[config.mk]
export PLATFORM = sky130hd
export DESIGN_NAME = regfile_sb_flat
export DESIGN_NICKNAME = d
export VERILOG_FILES = /design/src/rtl/regfile_sb_if.sv /design/src/rtl/regfile_sb.sv /design/src/flat_wrapper.sv
export SDC_FILE = /design/constraint.sdc
export NUM_CORES = 2
export LEC_CHECK = 0
export CORE_MARGIN = 2
export CORE_UTILIZATION = 40
export CTS_BUF_LIST = sky130_fd_sc_hd__clkbuf_4
export DETAILED_ROUTE_END_ITERATION = 10
export PLACE_DENSITY = 0.61
export SETUP_SLACK_MARGIN = 0.05
export SYNTH_ARGS = -nofsm -noshare
export SYNTH_HDL_FRONTEND = slang
export SYNTH_SLANG_ARGS = --single-unit
[constraint.sdc]
create_clock -name clk_i -period 5 [get_ports clk_i]
set_clock_uncertainty 0.1 [all_clocks]
set_input_delay 1 -clock clk_i [delete_from_list [all_inputs] [get_ports clk_i]]
set_output_delay 1 -clock clk_i [all_outputs]
set_load 0.1 [all_outputs]
[src/rtl/regfile_sb_if.sv]
// Register-file bus between the ID stage (master) and regfile_sb (slave).
// Carries the two source read ports, the ID destination used for WAW checks, the EX/MEM/WB
// forwarding and commit ports, the link port and the long-latency scoreboard controls.
// master: pipeline side, drives addresses and write ports, receives read data and stalls.
// slave : register file side.
interface regfile_sb_if #(
  parameter int unsigned XLEN = 32,
  parameter int unsigned AW   = 5
);
  logic [AW-1:0]   r1_addr;
  logic            r1_used;
  logic [AW-1:0]   r2_addr;
  logic            r2_used;
  logic [AW-1:0]   rd_addr;
  logic            rd_used;
  logic [XLEN-1:0] r1_data;
  logic [XLEN-1:0] r2_data;

  logic            ex_we;
  logic [AW-1:0]   ex_wa;
  logic [XLEN-1:0] ex_wd;
  logic            ex_is_load;
  logic            me_we;
  logic [AW-1:0]   me_wa;
  logic [XLEN-1:0] me_wd;
  logic            wb_we;
  logic [AW-1:0]   wb_wa;
  logic [XLEN-1:0] wb_wd;

  logic            link_we;
  logic [XLEN-1:0] link_wd;

  logic            mc_issue;
  logic [AW-1:0]   mc_wa;
  logic            mc_done;
  logic [AW-1:0]   mc_done_wa;

  logic            pause;
  logic            sb_busy;

  modport master (
    output r1_addr, r1_used, r2_addr, r2_used, rd_addr, rd_used,
    output ex_we, ex_wa, ex_wd, ex_is_load, me_we, me_wa, me_wd, wb_we, wb_wa, wb_wd,
    output link_we, link_wd, mc_issue, mc_wa, mc_done, mc_done_wa,
    input  r1_data, r2_data, pause, sb_busy
  );

  modport slave (
    input  r1_addr, r1_used, r2_addr, r2_used, rd_addr, rd_used,
    input  ex_we, ex_wa, ex_wd, ex_is_load, me_we, me_wa, me_wd, wb_we, wb_wa, wb_wd,
    input  link_we, link_wd, mc_issue, mc_wa, mc_done, mc_done_wa,
    output r1_data, r2_data, pause, sb_busy
  );
endinterface

[src/rtl/regfile_sb.sv]
// 2-read/1-write integer register file for the ID stage of a 5-stage pipeline.
// - Reads forward EX > ME > WB > array; x0 always reads 0.
// - pause stalls on load-use hazards and on sources/destination pending in the
//   long-latency scoreboard (mul/div).
// - A dedicated link port writes LINK_REG and wins over a same-cycle WB to it.
// Optional feature, macro RF_TICK_CNT_EN: a CNT_DIV-bit prescaler increments CNT_REG on
// every prescaler wrap; WB/link writes to CNT_REG in that cycle win over the tick.
// Ports:
//   clk_i  : clock, rising edge
//   rst_ni : asynchronous reset, active low
//   bus    : regfile_sb_if slave modport (read ports, forwarding, commit, scoreboard)
module regfile_sb #(
  parameter int unsigned XLEN     = 32,
  parameter int unsigned AW       = 5,
  parameter int unsigned LINK_REG = 31,
  parameter int unsigned CNT_REG  = 30,
  parameter int unsigned CNT_DIV  = 20
) (
  input logic         clk_i,
  input logic         rst_ni,
  regfile_sb_if.slave bus
);
  localparam int unsigned NREG = 2 ** AW;

  logic [XLEN-1:0] regs_q [NREG];
  logic [XLEN-1:0] regs_d [NREG];
  logic [NREG-1:0] pending_q, pending_d;
  logic            tick_wrap;

  // ---------------------------------------------------------------------------
  // Read ports with forwarding
  // ---------------------------------------------------------------------------
  logic [AW-1:0]   src_addr [2];
  logic [XLEN-1:0] src_data [2];

  assign src_addr[0] = bus.r1_addr;
  assign src_addr[1] = bus.r2_addr;

  always_comb begin
    for (int i = 0; i < 2; i++) begin
      src_data[i] = regs_q[src_addr[i]];
      if (src_addr[i] == '0) begin
        src_data[i] = '0;
      end else if (bus.ex_we && bus.ex_wa == src_addr[i]) begin
        // A load in EX has no data yet; it must not fall through to older stages.
        // The load-use stall covers the consumer, so the array value is a don't-care.
        if (!bus.ex_is_load) src_data[i] = bus.ex_wd;
      end else if (bus.me_we && bus.me_wa == src_addr[i]) begin
        src_data[i] = bus.me_wd;
      end else if (bus.wb_we && bus.wb_wa == src_addr[i]) begin
        src_data[i] = bus.wb_wd;
      end
    end
  end

  assign bus.r1_data = src_data[0];
  assign bus.r2_data = src_data[1];

  // ---------------------------------------------------------------------------
  // Hazard detection
  // ---------------------------------------------------------------------------
  logic load_use, sb_hit;

  assign load_use = bus.ex_we && bus.ex_is_load && (bus.ex_wa != '0) &&
                    ((bus.r1_used && bus.ex_wa == bus.r1_addr) ||
                     (bus.r2_used && bus.ex_wa == bus.r2_addr));

  assign sb_hit = (pending_q[bus.r1_addr] && bus.r1_used) ||
                  (pending_q[bus.r2_addr] && bus.r2_used) ||
                  (pending_q[bus.rd_addr] && bus.rd_used);

  assign bus.pause   = load_use || sb_hit;
  assign bus.sb_busy = |pending_q;

  // ---------------------------------------------------------------------------
  // Scoreboard: set wins over a same-cycle clear of the same entry
  // ---------------------------------------------------------------------------
  always_comb begin
    pending_d = pending_q;
    if (bus.mc_done)  pending_d[bus.mc_done_wa] = 1'b0;
    if (bus.mc_issue) pending_d[bus.mc_wa]      = 1'b1;
    pending_d[0] = 1'b0;
  end

  always_ff @(posedge clk_i or negedge rst_ni) begin
    if (!rst_ni) pending_q <= '0;
    else         pending_q <= pending_d;
  end

  // ---------------------------------------------------------------------------
  // Optional tick prescaler
  // ---------------------------------------------------------------------------
`ifdef RF_TICK_CNT_EN
  logic [CNT_DIV-1:0] presc_q;

  assign tick_wrap = &presc_q;

  // Free-running; natural wrap to 0, unaffected by writes to CNT_REG.
  always_ff @(posedge clk_i or negedge rst_ni) begin
    if (!rst_ni) presc_q <= '0;
    else         presc_q <= presc_q + 1'b1;
  end
`else
  logic unused_cnt_cfg;

  assign tick_wrap      = 1'b0;
  assign unused_cnt_cfg = ^{CNT_REG[0], CNT_DIV[0]};
`endif

  // ---------------------------------------------------------------------------
  // Array writes; later assignments take priority: tick < WB < link
  // ---------------------------------------------------------------------------
  always_comb begin
    regs_d = regs_q;
    if (tick_wrap)                    regs_d[CNT_REG]   = regs_q[CNT_REG] + XLEN'(1);
    if (bus.wb_we && bus.wb_wa != '0) regs_d[bus.wb_wa] = bus.wb_wd;
    if (bus.link_we)                  regs_d[LINK_REG]  = bus.link_wd;
    regs_d[0] = '0;
  end

  always_ff @(posedge clk_i or negedge rst_ni) begin
    if (!rst_ni) begin
      for (int i = 0; i < NREG; i++) regs_q[i] <= '0;
    end else begin
      regs_q <= regs_d;
    end
  end
endmodule

[src/flat_wrapper.sv]
// flat-port wrapper written by rule: the top's interface ports become plain ports
module regfile_sb_flat 
#(
  parameter int unsigned XLEN     = 32,
  parameter int unsigned AW       = 5,
  parameter int unsigned LINK_REG = 31,
  parameter int unsigned CNT_REG  = 30,
  parameter int unsigned CNT_DIV  = 20
)
  (clk_i, rst_ni, bus_r1_addr, bus_r1_used, bus_r2_addr, bus_r2_used, bus_rd_addr, bus_rd_used, bus_ex_we, bus_ex_wa, bus_ex_wd, bus_ex_is_load, bus_me_we, bus_me_wa, bus_me_wd, bus_wb_we, bus_wb_wa, bus_wb_wd, bus_link_we, bus_link_wd, bus_mc_issue, bus_mc_wa, bus_mc_done, bus_mc_done_wa, bus_r1_data, bus_r2_data, bus_pause, bus_sb_busy);
  regfile_sb_if #(.XLEN(XLEN), .AW(AW)) bus_i ();
  input logic clk_i;
  input logic rst_ni;
  input wire logic [$bits(bus_i.r1_addr)-1:0] bus_r1_addr;
  input wire logic [$bits(bus_i.r1_used)-1:0] bus_r1_used;
  input wire logic [$bits(bus_i.r2_addr)-1:0] bus_r2_addr;
  input wire logic [$bits(bus_i.r2_used)-1:0] bus_r2_used;
  input wire logic [$bits(bus_i.rd_addr)-1:0] bus_rd_addr;
  input wire logic [$bits(bus_i.rd_used)-1:0] bus_rd_used;
  input wire logic [$bits(bus_i.ex_we)-1:0] bus_ex_we;
  input wire logic [$bits(bus_i.ex_wa)-1:0] bus_ex_wa;
  input wire logic [$bits(bus_i.ex_wd)-1:0] bus_ex_wd;
  input wire logic [$bits(bus_i.ex_is_load)-1:0] bus_ex_is_load;
  input wire logic [$bits(bus_i.me_we)-1:0] bus_me_we;
  input wire logic [$bits(bus_i.me_wa)-1:0] bus_me_wa;
  input wire logic [$bits(bus_i.me_wd)-1:0] bus_me_wd;
  input wire logic [$bits(bus_i.wb_we)-1:0] bus_wb_we;
  input wire logic [$bits(bus_i.wb_wa)-1:0] bus_wb_wa;
  input wire logic [$bits(bus_i.wb_wd)-1:0] bus_wb_wd;
  input wire logic [$bits(bus_i.link_we)-1:0] bus_link_we;
  input wire logic [$bits(bus_i.link_wd)-1:0] bus_link_wd;
  input wire logic [$bits(bus_i.mc_issue)-1:0] bus_mc_issue;
  input wire logic [$bits(bus_i.mc_wa)-1:0] bus_mc_wa;
  input wire logic [$bits(bus_i.mc_done)-1:0] bus_mc_done;
  input wire logic [$bits(bus_i.mc_done_wa)-1:0] bus_mc_done_wa;
  output wire logic [$bits(bus_i.r1_data)-1:0] bus_r1_data;
  output wire logic [$bits(bus_i.r2_data)-1:0] bus_r2_data;
  output wire logic [$bits(bus_i.pause)-1:0] bus_pause;
  output wire logic [$bits(bus_i.sb_busy)-1:0] bus_sb_busy;
  assign bus_i.r1_addr = bus_r1_addr;
  assign bus_i.r1_used = bus_r1_used;
  assign bus_i.r2_addr = bus_r2_addr;
  assign bus_i.r2_used = bus_r2_used;
  assign bus_i.rd_addr = bus_rd_addr;
  assign bus_i.rd_used = bus_rd_used;
  assign bus_i.ex_we = bus_ex_we;
  assign bus_i.ex_wa = bus_ex_wa;
  assign bus_i.ex_wd = bus_ex_wd;
  assign bus_i.ex_is_load = bus_ex_is_load;
  assign bus_i.me_we = bus_me_we;
  assign bus_i.me_wa = bus_me_wa;
  assign bus_i.me_wd = bus_me_wd;
  assign bus_i.wb_we = bus_wb_we;
  assign bus_i.wb_wa = bus_wb_wa;
  assign bus_i.wb_wd = bus_wb_wd;
  assign bus_i.link_we = bus_link_we;
  assign bus_i.link_wd = bus_link_wd;
  assign bus_i.mc_issue = bus_mc_issue;
  assign bus_i.mc_wa = bus_mc_wa;
  assign bus_i.mc_done = bus_mc_done;
  assign bus_i.mc_done_wa = bus_mc_done_wa;
  assign bus_r1_data = bus_i.r1_data;
  assign bus_r2_data = bus_i.r2_data;
  assign bus_pause = bus_i.pause;
  assign bus_sb_busy = bus_i.sb_busy;
  regfile_sb #(.XLEN(XLEN), .AW(AW), .LINK_REG(LINK_REG), .CNT_REG(CNT_REG), .CNT_DIV(CNT_DIV)) u_core (.clk_i(clk_i), .rst_ni(rst_ni), .bus(bus_i));
endmodule
---- Yosys cells after proc, flatten, opt, wreduce, memory -nomap -nowiden ----
Index checks and enable logic that the tools add are counted.
word-level totals
  word-level logic and storage cells ...... 116
  bits of input ports ..................... 180
  output and inout bits ................... 66
  register bits after elaboration ......... 1023
operators by class
  equal/unequal tests ..................... 6
  bitwise operators ....................... 6
  multiplexer cells ....................... 33
  $lt $le $gt $ge ......................... 11
  reduce and logical (&&, ||, !) cells .... 28
operators with widths
  kind                number
  $bwmux 1024         1
  $mux 32             19
  $bmux 32 s5         2
  $demux 32 s5        1
  $and 32x32->32      1
  $not 32->32         1
  $or 32x32->32       1
  $reduce_or 31->1    1
  $eq 5x5->1          6
  $lt 5x6->1 const B  5
  $ge 6x6->1 const B  3
  $logic_and 1x1->1   18
  $not 5->6           3
  $bmux 1 s5          3
  $demux 1 s5         2
  $ge 5x1->1 const B  2
  $logic_not 5->1     2
  $reduce_bool 5->1   2
  $lt 6x1->1 const B  1
  $mux 1              5
  $logic_or 1x1->1    4
  $reduce_bool 2->1   1

---- Logic depth before layout (Yosys ltp) ----
  depth in word-level cells ............... 9
  gate-level depth with buffers ........... 10
  mapped depth without buffers ............ 6

---- Least setup slack after synthesis ----
OpenSTA, ideal clock, no wires.
  kind .................................... input-to-output
  from .................................... in bus_r1_addr[0]
  to ...................................... out bus_r1_data[14]
  data arrival time ....................... 4.641 ns
  cell stages on the path ................. 10
  required time ........................... 3.900 ns
  path slack .............................. -0.741 ns
  cells stage by stage .................... buf_2 > buf_4 > buf_4 > nor2_2 > clkbuf_1 > a22oi_1 > nand2_1 > o211ai_1 > o211ai_1 > a211oi_1
between the ends
  longest elaborated chain between the ends .. 8
ends and longest elaborated chain
  what                                         RTL line            source
  from (decl)                                  flat_wrapper.sv:14  input wire logic [$bits(bus_i.r1_addr)-1:0] bus_r1_addr;
  $not 5->6 (not written as such)              regfile_sb.sv:41    src_data[i] = regs_q[src_addr[i]];
  $bmux 32 s5                                  regfile_sb.sv:41
  $mux 32 (not written as such) (2 in series)  regfile_sb.sv:41
  $mux 32                                      regfile_sb.sv:50    end else if (bus.wb_we && bus.wb_wa == src_addr[i]) begin
  $mux 32                                      regfile_sb.sv:48    end else if (bus.me_we && bus.me_wa == src_addr[i]) begin
  $mux 32                                      regfile_sb.sv:44    end else if (bus.ex_we && bus.ex_wa == src_addr[i]) begin
  $mux 32 *                                    regfile_sb.sv:42    if (src_addr[i] == '0) begin
  to (decl)                                    flat_wrapper.sv:36  output wire logic [$bits(bus_i.r1_data)-1:0] bus_r1_data;
Every way passes the cells marked *; elsewhere a longest branch is shown, timed or not. The select of a mux whose other input is x is not followed.

---- Worst setup path in the final report ----
  from .................................... in bus_r1_addr[3]
  to ...................................... out bus_r1_data[17]
Same word-level chain as after synthesis.

==> reports/metrics.csv <==
metric;value;unit
status;complete, no violations;
ANT nets after route;0;
PwrDens;372;nW/um2
maxcap violations;0;
antenna violations before repair;13;
CP Launch Type;input pin;
multiplexer share of the synthesized area;0.393;
CTS Buf Count;305;
vias per cell;6.45;
Simple-Gate Fraction of Synth Area;0.0343;
CP bufs+invs;6;
crit path max-delay cell type;a211oi_4;
top cells by area, synth;dfrtp_1 (43%), mux2_2 (20%), mux4_2 (14%);
CP top delay family;buffers and inverters;
Max clock buf depth;4;
gpl congestion;0.859;
Final period util;0.983;
Internal;17.8;mW
cell repeated most along the worst path;buf_4;
CTS tree;built;
largest family of logic cells by synthesized area;multiplexers;
first-pass GRT wire length;317000;um
Max VDD drop;0.284;mV
GRT Total Usage;0.283;
static leakage;29.7;nW
Synth Area in XOR/XNOR;0.00444;
clock root cell;clkbuf_4;
Clk Latency, worst-skew pair;1.34;ns
Sw Ratio;0.319;
Initial DRC Count;4567;
syn_nets;4723;
DIE WIDTH;389;um
RR Endpoint;u_core.regs_q[18];
Initial Utilization;0.402;
Cells after Synth;4543;
Psw;8.34;mW
worst min-delay path startpoint;bus_link_wd[15];
WP data required;3.90;ns
# IOs;246;
Yosys Warn Count;0;
# port buffers;245;
critical-path cell list;clkdlybuf4s50_1 > buf_4 > xor2_1 > nor4_1 > buf_4 > and3_4 > buf_12 > a221oi_2 > a211oi_4 > buf_4 > buf_12;
Critical path origin;bus_r1_addr[3];
share of layout cells above drive strength 1;0.465;
commonest non-fill, non-tap cell in the layout;mux2_2;
P&R area growth vs syn;18.8;%
Worst-Margin Slew;0.968;ns
total power;26.1;mW
post-synthesis sequential area ratio;0.433;
CP peak stage delay;0.46;ns
die area;151000;um2
Nets;5090;
WP data arrival;3.81;ns
Pins Over Slew Limit;0;
synthesized flop and latch total;1023;
Sequential Power Share;0.426;
post-synthesis average cell area;13.0;um2
Avg WL per Cell;31.0;um
vias in the first global route;46300;
worst reg-to-reg path cell count;2;
worst reg2reg startpoint;u_core.regs_q[18];
drt pass-1 iters;6;
CTS Sinks;1023;
clock-pin slew on the worst setup and hold paths;0.06;ns
hold depth;3;
leading area contributor after synthesis;dfrtp_1;
worst-path fanout max;17;
commonest cells after routing, fill and taps aside;mux2_2 (1029), dfrtp_1 (1023), clkbuf_4 (443), mux4_2 (378), mux2i_1 (315);
Detailed Route WL;219000;um
Post-synth ARST share;1.00;
endpoints failing setup;0;
core area;147000;um2
slew margin rel.;0.352;
Hold Vio Cnt, Final;0;
Clk pwr share;0.305;
worst setup margin;0.0851;ns
Comb pwr share;0.269;
min-delay worst type;in2reg;
post-synthesis compound-gate area fraction;0.0981;
via count;45500;
Post-synth EDFFs;0;
Fmax;0.203;GHz
R2R setup slack;4.07;ns
Synth Cell Area;59200;um2
number of core rows;141;
Critical Path End Type;output port;
Post-Synth Adder-Cell Area;0;
chip height;389;um
drt drc;0;
Hold Path Sink;u_core.regs_q[15];
Final TNS setup;0;ns
RSZ-0062 raised after global routing;false;
largest net degree at the start of global routing;155;
Tmin final;4.91;ns
Setup CP Type;in2out;
GR Overflow Total;0;
DPL Wire Length;133000;um
top cell type's share of synthesized area;0.433;
H-tree levels;5;
post-synthesis cell type count;52;
Most used DFF post-synth;dfrtp_1;
Setup WS pre-CTS;0.0899;ns
==> cells in the mapped netlist (36+ instances only) <==
cell type,count
mux2_2,1029
mux2i_1,315
a221oi_1,92
o211ai_1,64
a21oi_1,134
nand2_1,132
nand2b_1,36
buf_2,127
buf_1,64
o22a_1,61
dfrtp_1,1023
a22oi_1,218
mux4_2,378
clkbuf_1,283
nor2_1,51
o21ai_0,190
nand3_1,70
==> metrics by stage <==
stage                     hold WS (ns)  area (um2)  utilization  cells
after detailed placement         0.408       66400        0.451   6521
after floorplan                  0.391       59400            -   4543
after global placement           0.400       66400        0.451   6521
after CTS                       0.0320       70100        0.476   7023
after global routing            0.0742       70200        0.477   7040
final                            0.103       70300        0.477   7048
==> tightest hold or removal path, cell delays in order <==
cell	delay, ns
clkdlybuf4s50_1	0.40
nand2_1	0.06
o21ai_0	0.07
==> per-layer routing <==
| layer | wire length (um) | global-route usage |
|---|---|---|
| met5 | 399 | 0 |
| met4 | 8550 | 0.117 |
| met3 | 23900 | 0.0956 |
| met2 | 95900 | 0.419 |
| met1 | 89800 | 0.380 |
==> timing repair <==
item / in CTS / in global routing
endpoints found under the setup margin: 0 / 5
setup buffers: 0 / 7
hold buffers: 1 / 0
gates resized for setup: 0 / 11
endpoints found under the hold margin: 69 / 0
==> power by group through the flow <==
stage	sequential [mW]	clock, mW	combinational (mW)
CTS	11.1	8.12	6.96
detailed placement	11.2	0	6.94
finish	11.1	7.97	7.02
global route	11.3	8.61	7.41
floorplan	10.8	0	4.89
global placement	11.1	0	6.85
==> registers in the layout, indices dropped and copies added, names as in the netlist <==
name	count
u_core.pending_q	31
u_core.regs_q	992
==> layout make-up <==
| type | instances | area, um2 |
|---|---|---|
| sequential | 1023 | 25600 |
| clock inverter | 58 | 325 |
| clock buffer | 443 | 3330 |
| timing repair buffer | 552 | 6500 |
| antenna | 14 | 35.0 |
| multi-input combinational | 2996 | 31900 |
| tap | 1930 | 2410 |
| fill | 13100 | 77000 |
| inverter | 32 | 120 |
==> kinds of logic after synthesis <==
logic type | count (synthesis)
XOR/XNOR | 30
AO/OA/AOI/OAI | 848
AND/OR/NAND/NOR | 395
buffers and inverters | 525
multiplexers | 1722
flip-flops | 1023
==> worst max path at each step <==
stage | endpoint | slack (ns) | depth (start not counted)
after floorplan | bus_r2_data[31] | 0.05 | 9
after global placement | bus_r1_data[17] | 0.06 | 11
after detailed placement | bus_r1_data[17] | 0.09 | 12
after CTS | bus_r1_data[17] | 0.05 | 11
after global routing | bus_sb_busy | 0.03 | 4
final | bus_r1_data[17] | 0.09 | 11
Power figures use the tool's default switching activity.
